<file path="src/rtl/instr_decode_stage.sv">
// -----------------------------------------------------------------------------
// instr_decode_stage
//   Registered, handshaked RV32I decode stage sitting between fetch and
//   execute. Splits the instruction into its fields, assembles the
//   sign-extended immediate for the I/S/B/U/J formats, classifies the format,
//   reports register usage and flags illegal encodings. The decoded bundle is
//   held in a one-entry output register with valid/ready flow control and flush.
//
// Parameters
//   XLEN  width of out_imm (32 or 64); the immediate is sign-extended to XLEN
//   PC_W  width of the PC carried with the instruction
//
// Ports
//   clk, rst_n (async, active low), flush
//   in_valid / in_ready / in_instr / in_pc      : upstream handshake + payload
//   out_valid / out_ready                       : downstream handshake
//   out_pc, out_opcode, out_rd, out_rs1, out_rs2,
//   out_funct3, out_funct7, out_imm, out_fmt,
//   out_rd_wr, out_rs1_used, out_rs2_used,
//   out_illegal                                 : registered decoded bundle
//
// Optional feature macro: DECODE_SKID_BUF_EN
//   Defined   : adds a one-entry skid buffer; in_ready becomes a register
//               output with no combinational path from out_ready.
//   Undefined : in_ready = !out_valid || out_ready.
// -----------------------------------------------------------------------------
module instr_decode_stage #(
  parameter int XLEN = 32,
  parameter int PC_W = 32
) (
  input  logic            clk,
  input  logic            rst_n,
  input  logic            flush,
  input  logic            in_valid,
  output logic            in_ready,
  input  logic [31:0]     in_instr,
  input  logic [PC_W-1:0] in_pc,
  output logic            out_valid,
  input  logic            out_ready,
  output logic [PC_W-1:0] out_pc,
  output logic [6:0]      out_opcode,
  output logic [4:0]      out_rd,
  output logic [4:0]      out_rs1,
  output logic [4:0]      out_rs2,
  output logic [2:0]      out_funct3,
  output logic [6:0]      out_funct7,
  output logic [XLEN-1:0] out_imm,
  output logic [2:0]      out_fmt,
  output logic            out_rd_wr,
  output logic            out_rs1_used,
  output logic            out_rs2_used,
  output logic            out_illegal
);

  localparam logic [2:0] FMT_R = 3'd0;
  localparam logic [2:0] FMT_I = 3'd1;
  localparam logic [2:0] FMT_S = 3'd2;
  localparam logic [2:0] FMT_B = 3'd3;
  localparam logic [2:0] FMT_U = 3'd4;
  localparam logic [2:0] FMT_J = 3'd5;
  localparam logic [2:0] FMT_X = 3'd7;

  localparam logic [6:0] OP_OPIMM  = 7'b0010011;
  localparam logic [6:0] OP_JALR   = 7'b1100111;
  localparam logic [6:0] OP_SYSTEM = 7'b1110011;
  localparam logic [6:0] OP_FENCE  = 7'b0001111;

  typedef struct packed {
    logic [PC_W-1:0] pc;
    logic [6:0]      opcode;
    logic [4:0]      rd;
    logic [4:0]      rs1;
    logic [4:0]      rs2;
    logic [2:0]      funct3;
    logic [6:0]      funct7;
    logic [XLEN-1:0] imm;
    logic [2:0]      fmt;
    logic            rd_wr;
    logic            rs1_used;
    logic            rs2_used;
    logic            illegal;
  } bundle_t;

  logic [6:0]         w_opcode;
  logic [2:0]         w_funct3;
  logic [6:0]         w_funct7;
  logic [4:0]         w_rd;
  logic [2:0]         w_fmt;
  logic signed [31:0] w_imm32;
  logic [6:0]         w_sh_up;
  logic               w_is_r, w_is_i, w_is_s, w_is_b, w_is_u, w_is_j;
  logic               w_fence, w_r_bad, w_sh_bad, w_b_bad, w_jalr_bad;
  logic               w_illegal;
  bundle_t            w_dec;

  assign w_opcode = in_instr[6:0];
  assign w_funct3 = in_instr[14:12];
  assign w_funct7 = in_instr[31:25];
  assign w_rd     = in_instr[11:7];

  // Opcode to instruction format classification.
  always_comb begin
    w_fmt = FMT_X;
    case (w_opcode)
      7'b0110011:                                          w_fmt = FMT_R;
      7'b0010011, 7'b0000011, 7'b1100111,
      7'b1110011, 7'b0001111:                              w_fmt = FMT_I;
      7'b0100011:                                          w_fmt = FMT_S;
      7'b1100011:                                          w_fmt = FMT_B;
      7'b0110111, 7'b0010111:                              w_fmt = FMT_U;
      7'b1101111:                                          w_fmt = FMT_J;
      default:                                             w_fmt = FMT_X;
    endcase
  end

  // Immediate assembly; the sign bit is always instr[31].
  always_comb begin
    w_imm32 = 32'sd0;
    case (w_fmt)
      FMT_I:   w_imm32 = {{20{in_instr[31]}}, in_instr[31:20]};
      FMT_S:   w_imm32 = {{20{in_instr[31]}}, in_instr[31:25], in_instr[11:7]};
      FMT_B:   w_imm32 = {{19{in_instr[31]}}, in_instr[31], in_instr[7],
                          in_instr[30:25], in_instr[11:8], 1'b0};
      FMT_U:   w_imm32 = {in_instr[31:12], 12'b0};
      FMT_J:   w_imm32 = {{11{in_instr[31]}}, in_instr[31], in_instr[19:12],
                          in_instr[20], in_instr[30:21], 1'b0};
      default: w_imm32 = 32'sd0;
    endcase
  end

  assign w_is_r  = (w_fmt == FMT_R);
  assign w_is_i  = (w_fmt == FMT_I);
  assign w_is_s  = (w_fmt == FMT_S);
  assign w_is_b  = (w_fmt == FMT_B);
  assign w_is_u  = (w_fmt == FMT_U);
  assign w_is_j  = (w_fmt == FMT_J);
  assign w_fence = (w_opcode == OP_FENCE);

  // RV64 shamt is 6 bits wide, so only instr[31:26] are checked there; the
  // padded zero lets both widths compare against the same 7-bit patterns.
  assign w_sh_up = (XLEN == 64) ? {in_instr[31:26], 1'b0} : in_instr[31:25];

  assign w_r_bad = w_is_r &&
                   !((w_funct7 == 7'b0000000) ||
                     ((w_funct7 == 7'b0100000) &&
                      ((w_funct3 == 3'b000) || (w_funct3 == 3'b101))));
  assign w_sh_bad = (w_opcode == OP_OPIMM) &&
                    ((w_funct3 == 3'b001) || (w_funct3 == 3'b101)) &&
                    !((w_sh_up == 7'b0000000) ||
                      ((w_sh_up == 7'b0100000) && (w_funct3 == 3'b101)));
  assign w_b_bad    = w_is_b && ((w_funct3 == 3'b010) || (w_funct3 == 3'b011));
  assign w_jalr_bad = (w_opcode == OP_JALR) && (w_funct3 != 3'b000);

  assign w_illegal = (in_instr[1:0] != 2'b11) || (w_fmt == FMT_X) ||
                     w_r_bad || w_sh_bad || w_b_bad || w_jalr_bad;

  // Decoded bundle; usage flags are suppressed for illegal encodings so
  // execute never schedules register traffic for a trapping instruction.
  always_comb begin
    w_dec          = '0;
    w_dec.pc       = in_pc;
    w_dec.opcode   = w_opcode;
    w_dec.rd       = w_rd;
    w_dec.rs1      = in_instr[19:15];
    w_dec.rs2      = in_instr[24:20];
    w_dec.funct3   = w_funct3;
    w_dec.funct7   = w_funct7;
    w_dec.imm      = XLEN'(w_imm32);
    w_dec.fmt      = w_fmt;
    w_dec.illegal  = w_illegal;
    w_dec.rs1_used = !w_illegal && (w_is_r || w_is_i || w_is_s || w_is_b) && !w_fence;
    w_dec.rs2_used = !w_illegal && (w_is_r || w_is_s || w_is_b);
    // SYSTEM with funct3=0 (ECALL/EBREAK/xRET) never writes rd.
    w_dec.rd_wr    = !w_illegal && (w_is_r || w_is_i || w_is_u || w_is_j) &&
                     !w_fence && (w_rd != 5'd0) &&
                     !((w_opcode == OP_SYSTEM) && (w_funct3 == 3'b000));
  end

  bundle_t r_out;
  logic    r_valid;
  logic    w_xfer;

`ifdef DECODE_SKID_BUF_EN
  bundle_t r_skid;
  logic    r_skid_valid;
  logic    r_in_ready;
  logic    w_out_free;

  assign in_ready   = r_in_ready;
  assign w_out_free = !r_valid || out_ready;
  assign w_xfer     = in_valid && r_in_ready;

  // Output register plus skid entry; the skid drains first to keep order and
  // in_ready is registered as the complement of the next skid occupancy.
  always_ff @(posedge clk or negedge rst_n) begin
    if (!rst_n) begin
      r_valid      <= 1'b0;
      r_out        <= '0;
      r_skid_valid <= 1'b0;
      r_skid       <= '0;
      r_in_ready   <= 1'b1;
    end else if (flush) begin
      r_valid      <= 1'b0;
      r_skid_valid <= 1'b0;
      r_in_ready   <= 1'b1;
    end else if (w_out_free) begin
      if (r_skid_valid) begin
        r_out        <= r_skid;
        r_valid      <= 1'b1;
        r_skid_valid <= 1'b0;
        r_in_ready   <= 1'b1;
      end else if (w_xfer) begin
        r_out   <= w_dec;
        r_valid <= 1'b1;
      end else begin
        r_valid <= 1'b0;
      end
    end else if (w_xfer) begin
      r_skid       <= w_dec;
      r_skid_valid <= 1'b1;
      r_in_ready   <= 1'b0;
    end
  end
`else
  assign in_ready = !r_valid || out_ready;
  assign w_xfer   = in_valid && in_ready;

  // Output register: load on transfer, drain on downstream accept; flush wins.
  always_ff @(posedge clk or negedge rst_n) begin
    if (!rst_n) begin
      r_valid <= 1'b0;
      r_out   <= '0;
    end else if (flush) begin
      r_valid <= 1'b0;
    end else if (w_xfer) begin
      r_out   <= w_dec;
      r_valid <= 1'b1;
    end else if (out_ready) begin
      r_valid <= 1'b0;
    end
  end
`endif

  assign out_valid    = r_valid;
  assign out_pc       = r_out.pc;
  assign out_opcode   = r_out.opcode;
  assign out_rd       = r_out.rd;
  assign out_rs1      = r_out.rs1;
  assign out_rs2      = r_out.rs2;
  assign out_funct3   = r_out.funct3;
  assign out_funct7   = r_out.funct7;
  assign out_imm      = r_out.imm;
  assign out_fmt      = r_out.fmt;
  assign out_rd_wr    = r_out.rd_wr;
  assign out_rs1_used = r_out.rs1_used;
  assign out_rs2_used = r_out.rs2_used;
  assign out_illegal  = r_out.illegal;

endmodule

</file>
<file path="config.mk">
export PLATFORM = sky130hd
export DESIGN_NAME = instr_decode_stage
export DESIGN_NICKNAME = d
export VERILOG_FILES = /design/src/rtl/instr_decode_stage.sv
export SDC_FILE = /design/constraint.sdc
export NUM_CORES = 1
export LEC_CHECK = 0
export ABC_CLOCK_PERIOD_IN_PS = 2570
export CAP_MARGIN = 40
export CORE_MARGIN = 10
export CORE_UTILIZATION = 44
export DETAILED_ROUTE_END_ITERATION = 7
export GPL_TIMING_DRIVEN = 0
export MAX_ROUTING_LAYER = met4
export PLACE_DENSITY = 0.8
export SETUP_SLACK_MARGIN = 0.2
export SYNTH_ARGS = -nofsm -noshare
export SYNTH_HDL_FRONTEND = slang
export SYNTH_SLANG_ARGS = --single-unit
</file>
<file path="constraint.sdc">
create_clock -name clk -period 2.57 [get_ports clk]
set_input_delay 0.3855 -clock clk [delete_from_list [all_inputs] [get_ports clk]]
set_output_delay 0.3855 -clock clk [all_outputs]
set_load 0.01 [all_outputs]
</file>
==> metrics.yaml, run 1 <==
cts_hold_buf: 0
ys_warn_count: 0
gr-usage-all-layers: 0.2076
clkLatencyLatePin_ns: 0.38
ant_nets: 0
fp.dieH_um: 121.0
worst_ep_required_time_ns: 2.84
rsz0062_at_grt: "true"
drt_iter0_markers: 413
crit_path_top_delay_cell: "a221o_1"
ys.flop_type: "dfrtp_1"
vias: 4270
cts_buffer_depth: 2
setup_viol: 0
yosys-top-cells-count: "nand2_1 (202), dfrtp_1 (104), a221o_1 (20)"
wl_per_cell_um: 18.83
drive_gt1_frac: 0.1065
start_util: 0.4551
period_minus_slack_ns: 2.341
critPathArrivalTime_ns: 2.61
synth_edf_count: 0
clock-root-buffer: "clkbuf_8"
grt_overflow: 0
vdd_drop_max_mv: 0.2694
power_switching_mw: 1.117
critical_path_buf_inv_count: 3
antenna_found_initial: 0
crit_family: "compound AO/OA/AOI/OAI gates"
ys_ff_latch: 104
drcViolationCount: 0
synthArstFlopShare: 1.000
pwr-share-comb: 0.238
grt_pass1_wl_um: 23370
cts.sinks: 104
hold_class: "primary input to async pin"
p_clk_frac: 0.280
core_area_um2: 9864
num-fill-cells: 754
skew_ns: 0.007566
syn_inst: 466
first_pass_iters: 5
grt_max_degree: 67
start_kind: "primary input"
seq_power_share: 0.482
yosysSeqAreaShare: 0.5797
netSwitchingFraction: 0.2854
avgSynthCellArea_um2: 9.634
antenna_cells: 0
cts_tree: "yes"
pre_cts_slack_ns: -0.9203
fin_nets: 741
syn_area_um2: 4489
yosysTopAreaCell: "dfrtp_1"
cp-end-kind: "flop"
p_int_mw: 2.798
powerDensity_nw_per_um2: 563.6
maxSlewViolCount: 0
die_area_um2: 14640
numCtsBuffers: 9
critPathMaxFanout: 5
via_per_inst: 5.278
synth_area_leaders: "dfrtp_1 (58%), nand2_1 (17%), a221o_1 (4.5%)"
rows: 36
die_w_um: 121.0
status: "finished clean"
total_power_mw: 3.915
ys_types: 52
synth_top_area_frac: 0.5797
synth_most_common_cell: "nand2_1"
path_clk_slew_ns: 0.10
hpwl_um: 11560
final_util: 0.7042
worstSetupPathType: "primary input to flop"
gp_congestion: 0.8688
clock.fmax_ghz: 0.4271
cap_violations: 0
slowest_delay_ns: 0.30
htree_num_levels: 3
fin_crit_sh: 0.9110
final_hold_viol_count: 0
areaGrowthSynthToFinish_pct: 54.74
max_slew_margin: 0.4373
setup_slack_ns: 0.2288
wl_um: 15230
syn_nets: 536
whs_ns: 0.1141
worst_pin_slew_ns: 0.8441
p_leak_nw: 3.227
grt_pass1_vias: 4279
numPortBuffers: 171
pin_count: 174
path_cells: "clkdlybuf4s15_1 > buf_6 > and4b_1 > o2111ai_4 > ha_4 > a211oi_4 > a31oi_4 > o21ai_2 > and3_4 > clkbuf_16 > a221o_1"
## final timing paths
path / start / to / slack (ns) / cells after the start
setup / recovery: in_instr[5] / out_imm[30]$_DFFE_PN0P_ / 0.23 / 11
hold / removal: rst_n / out_valid$_DFFE_PN0P_ / 0.11 / 1
setup reg to reg: out_valid$_DFFE_PN0P_ / out_rs2[4]$_DFFE_PN0P_ / 0.39 / 7
hold reg to reg: out_rs1[0]$_DFFE_PN0P_ / out_rs1[0]$_DFFE_PN0P_ / 0.48 / 2
max in group asynchronous: rst_n / out_funct7[0]$_DFFE_PN0P_ / 1.76 / 2
min in group clk: in_instr[3] / out_opcode[3]$_DFFE_PN0P_ / 0.19 / 3
## worst reg2reg max path, cell delays in order (launching register included)
cell      delay (ns)
dfrtp_1         0.35
nor2b_1         0.21
inv_1           0.08
nand3b_1        0.33
clkbuf_1        0.48
buf_1           0.46
nand2_1         0.13
nand2_1         0.08
## cell usage in the layout, fill, tap and decap left out, types with 2 or more instances in the layout
cell             synthesis  routed
nand2_1                202     201
clkdlybuf4s50_1          0     165
dfrtp_1                104     104
buf_4                    1      22
a221o_1                 20      20
clkbuf_1                16      16
nor2_1                  13      12
clkbuf_8                 0      11
a21oi_1                  9       9
o21ai_0                 10       8
buf_6                    4       5
a32o_1                   5       5
inv_1                    4       4
nand3b_1                 4       4
nor3_1                   6       4
a22o_1                   4       4
a21o_1                   4       4
buf_12                   0       3
a31oi_1                  4       3
nor4_1                   4       3
nand3_1                  3       3
clkinvlp_4               0       3
clkdlybuf4s15_1          0       3
buf_2                    5       2
o31a_1                   2       2
o21ai_2                  2       2
o21ai_1                  0       2
nor3_4                   0       2
xnor2_1                  2       2
buf_1                    2       2
and3_1                   3       2
or4_1                    2       2
nor4b_1                  2       2
and3_4                   1       2
## per-layer routing
layer,vias up,track usage,wire length [µm]
met2,164,0.3446,7732
met4,0,0.07994,374
met3,24,0.03630,1009
met5,-,-,0
li1,1993,-,-
met1,2089,0.2462,6116
## power groups by stage
| stage | Sequential [mW] | Combinational (mW) | Clock [mW] |
|---|---|---|---|
| 6_report | 1.89 | 0.933 | 1.10 |
| 5_1_grt | 1.91 | 1.01 | 1.19 |
| 4_1_cts | 1.89 | 0.931 | 1.11 |
| 3_5_place_dp | 1.92 | 0.912 | 0 |
| 3_3_place_gp | 1.91 | 0.889 | 0 |
| 2_1_floorplan | 2.00 | 0.232 | 0 |
## flip-flops by register name, indices dropped and copies added (netlist names)
| name | count |
|---|---|
| out_fmt | 3 |
| out_funct3 | 3 |
| out_funct7 | 7 |
| out_illegal | 1 |
| out_imm | 32 |
| out_opcode | 7 |
| out_pc | 32 |
| out_rd | 5 |
| out_rd_wr | 1 |
| out_rs1 | 5 |
| out_rs1_used | 1 |
| out_rs2 | 5 |
| out_rs2_used | 1 |
| out_valid | 1 |
## metrics by stage
stage	std cells	area, µm²	TNS (ns)
floorplan	466	4536	-1.181
global placement	770	6414	-313.38
detailed placement	772	6436	-28.90
CTS	796	6789	0
global route	809	6947	0
finish	809	6947	0
## cell type report
| type | count | area [µm²] | share of cell area |
|---|---|---|---|
| clock buffers | 11 | 151.4 | 0.02179 |
| multi-input cells | 329 | 1843 | 0.2653 |
| flip-flops and latches | 104 | 2603 | 0.3746 |
| clock inverters | 5 | 63.81 | 0.009186 |
| repair buffers | 194 | 1907 | 0.2745 |
| inverters | 5 | 21.27 | 0.003062 |
| well taps | 133 | 166.4 | 0.02396 |
| plain buffers | 28 | 191.4 | 0.02756 |
## kinds of logic (layout without fill, tap and decap cells)
group | Yosys count | count (layout) | share of synthesized area
buffers and inverters | 33 | 243 | 0.03707
xor gates and xnor gates | 3 | 3 | 0.005854
muxes | 1 | 1 | 0.002230
and+or+nand+nor | 252 | 252 | 0.2397
adders and majority gates | 1 | 1 | 0.002787
DFF | 104 | 104 | 0.5797
AOI/OAI and AO/OA | 72 | 72 | 0.1327
## timing repair
item / 4_1_cts / 5_1_grt
buffers inserted: 8 / 12
pin swaps: 6 / 13
gates cloned: 0 / 1
resized for setup: 21 / 15
endpoints found under the setup margin: 37 / 33
Power figures use the tool's default switching activity.
==> inputs of run 2 (changes only) <==
--- a/config.mk
+++ b/config.mk
@@ -12,7 +12,7 @@
 export DETAILED_ROUTE_END_ITERATION = 7
 export GPL_TIMING_DRIVEN = 0
 export MAX_ROUTING_LAYER = met4
-export PLACE_DENSITY = 0.8
+export PLACE_DENSITY = 0.83
 export SETUP_SLACK_MARGIN = 0.2
 export SYNTH_ARGS = -nofsm -noshare
 export SYNTH_HDL_FRONTEND = slang
==> run 2 against run 1 <==
Compared with the run above: maximum frequency increased by 0.24%; sequential share of layout area is essentially flat; worst hold slack worse by 0.088 ns; setup slack better by 0.0057 ns; largest power group unchanged; power shrank 3.1%; clock power decreased by 12%.
==> metrics.yaml, run 2 (synthesis gave the netlist of run 1 again) <==
areaGrowthSynthToFinish_pct: 54.88  # was 54.74%
powerDensity_nw_per_um2: 545.8  # was 563.6 nW/µm²
cts_buffer_depth: 2  # unchanged
vdd_drop_max_mv: 0.4286  # was 0.2694 mV
drive_gt1_frac: 0.1163  # was 0.1065
grt_overflow: 0  # unchanged
numPortBuffers: 171  # unchanged
worstSetupPathType: "primary input to flop"  # unchanged
first_pass_iters: 5  # unchanged
clock.fmax_ghz: 0.4282  # was 0.4271 GHz
critPathMaxFanout: 5  # unchanged
gp_congestion: 0.9057  # was 0.8688
ant_nets: 0  # unchanged
worst_pin_slew_ns: 0.7993  # was 0.8441 ns
path_clk_slew_ns: 0.12  # was 0.10 ns
die_w_um: 121.0  # unchanged
clkLatencyLatePin_ns: 0.36  # was 0.38 ns
start_kind: "primary input"  # unchanged
cts_tree: "yes"  # unchanged
start_util: 0.4551  # unchanged
skew_ns: 0.01188  # was 0.007566 ns
whs_ns: 0.02601  # was 0.1141 ns
final_hold_viol_count: 0  # unchanged
num-fill-cells: 734  # was 754
dp_cells: 772  # unchanged
grt_pass1_wl_um: 23890  # was 23,370 µm
wl_um: 15230  # about the same
grt_max_degree: 55  # was 67
final_util: 0.7048  # was 0.7042
status: "finished clean"  # unchanged
clock-root-buffer: "clkbuf_8"  # unchanged
grt_pass1_vias: 4379  # was 4,279
cts.sinks: 104  # unchanged
setup_viol: 0  # unchanged
hold_class: "primary input to async pin"  # unchanged
vias: 4294  # was 4,270
fp.dieH_um: 121.0  # unchanged
final_common_cell: "nand2_1"  # unchanged
gr-usage-all-layers: 0.2088  # was 0.2076
fin_cells: 812  # was 809
total_power_mw: 3.795  # was 3.915 mW
hpwl_um: 11510  # was 11,560 µm
cap_violations: 0  # unchanged
fin_crit_sh: 0.9088  # was 0.9110
wl_per_cell_um: 18.75  # was 18.83 µm
drt_iter0_markers: 305  # was 413
htree_num_levels: 3  # unchanged
die_area_um2: 14640  # unchanged
cp-end-kind: "flop"  # unchanged
period_minus_slack_ns: 2.336  # was 2.341 ns
rows: 36  # unchanged
p_leak_nw: 3.246  # was 3.227 nW
pin_count: 174  # unchanged
core_area_um2: 9864  # unchanged
layout_common_cells: "nand2_1 (201), clkdlybuf4s50_1 (165), dfrtp_1 (104), buf_4 (24), a221o_1 (20)"  # was nand2_1 (201), clkdlybuf4s50_1 (165), dfrtp_1 (104), buf_4 (22), a221o_1 (20)
via_per_inst: 5.288  # was 5.278
cts_hold_buf: 0  # unchanged
tns_ns: 0  # unchanged
worst_ep_required_time_ns: 2.84  # about the same
max_slew_margin: 0.4604  # was 0.4373
critPathArrivalTime_ns: 2.60  # was 2.61 ns
drcViolationCount: 0  # unchanged
numCtsBuffers: 9  # unchanged
rsz0062_at_grt: "true"  # unchanged
antenna_cells: 0  # unchanged
antenna_found_initial: 0  # unchanged
fin_nets: 744  # was 741
maxSlewViolCount: 0  # unchanged
## run 2: final timing paths
kind / startpoint / end / slack [ns] / depth (start not counted)
max in group asynchronous: rst_n / out_imm[2]$_DFFE_PN0P_ / 1.82 / 2
max: in_instr[5] / out_imm[27]$_DFFE_PN0P_ / 0.23 / 11
min: rst_n / out_pc[28]$_DFFE_PN0P_ / 0.03 / 1
min reg2reg: out_rd[4]$_DFFE_PN0P_ / out_rd[4]$_DFFE_PN0P_ / 0.48 / 2
min in group clk: in_instr[3] / out_opcode[3]$_DFFE_PN0P_ / 0.22 / 3
max reg2reg: out_valid$_DFFE_PN0P_ / out_imm[2]$_DFFE_PN0P_ / 0.48 / 7
## run 2: critical path, stage by stage
cell           delay (ns)
dlygate4sd2_1        0.26
buf_6                0.12
and4b_1              0.21
o2111ai_4            0.26
ha_4                 0.24
o21ai_2              0.08
a31oi_4              0.27
o21ai_2              0.10
and3_4               0.21
buf_8                0.13
a221o_1              0.32
## run 2: final cells by class
cell class / instances / area, µm² / area share
clock inverters: 7 / 63.81 / 0.009178
multi-input cells: 329 / 1849 / 0.2660
repair buffers: 197 / 1927 / 0.2771
clock buffers: 9 / 123.9 / 0.01782
well taps: 133 / 166.4 / 0.02393
plain buffers: 28 / 198.9 / 0.02861
inverters: 5 / 21.27 / 0.003059
flip-flops and latches: 104 / 2603 / 0.3743
## run 2: where the power goes
part / internal, mW / switching, mW
sequential: 1.80 / 0.0897
combinational: 0.493 / 0.439
clock: 0.371 / 0.602
total: 2.66 / 1.13
## run 2: repair_timing
item | in CTS | in global routing
hold endpoints to repair | 0 | 0
gates cloned | 0 | 1
buffers inserted | 11 | 12
pin swaps | 9 | 7
gates resized for setup | 25 | 18
endpoints found under the setup margin | 37 | 87
## run 2: metrics by stage
step	setup WS, ns	cell area (µm²)
after detailed placement	-0.9047	6444
final	0.2345	6953
after global routing	0.1572	6953
after floorplan	-0.06506	4536
after CTS	0.2007	6808
after global placement	-2.655	6414
## run 2: routing by layer
metal | global-route usage | vias to the layer above | routed length [µm]
li1 | - | 2002 | -
met1 | 0.2471 | 2100 | 6098
met2 | 0.3466 | 158 | 7707
met3 | 0.03723 | 34 | 974
met4 | 0.08069 | 0 | 448
met5 | - | - | 0
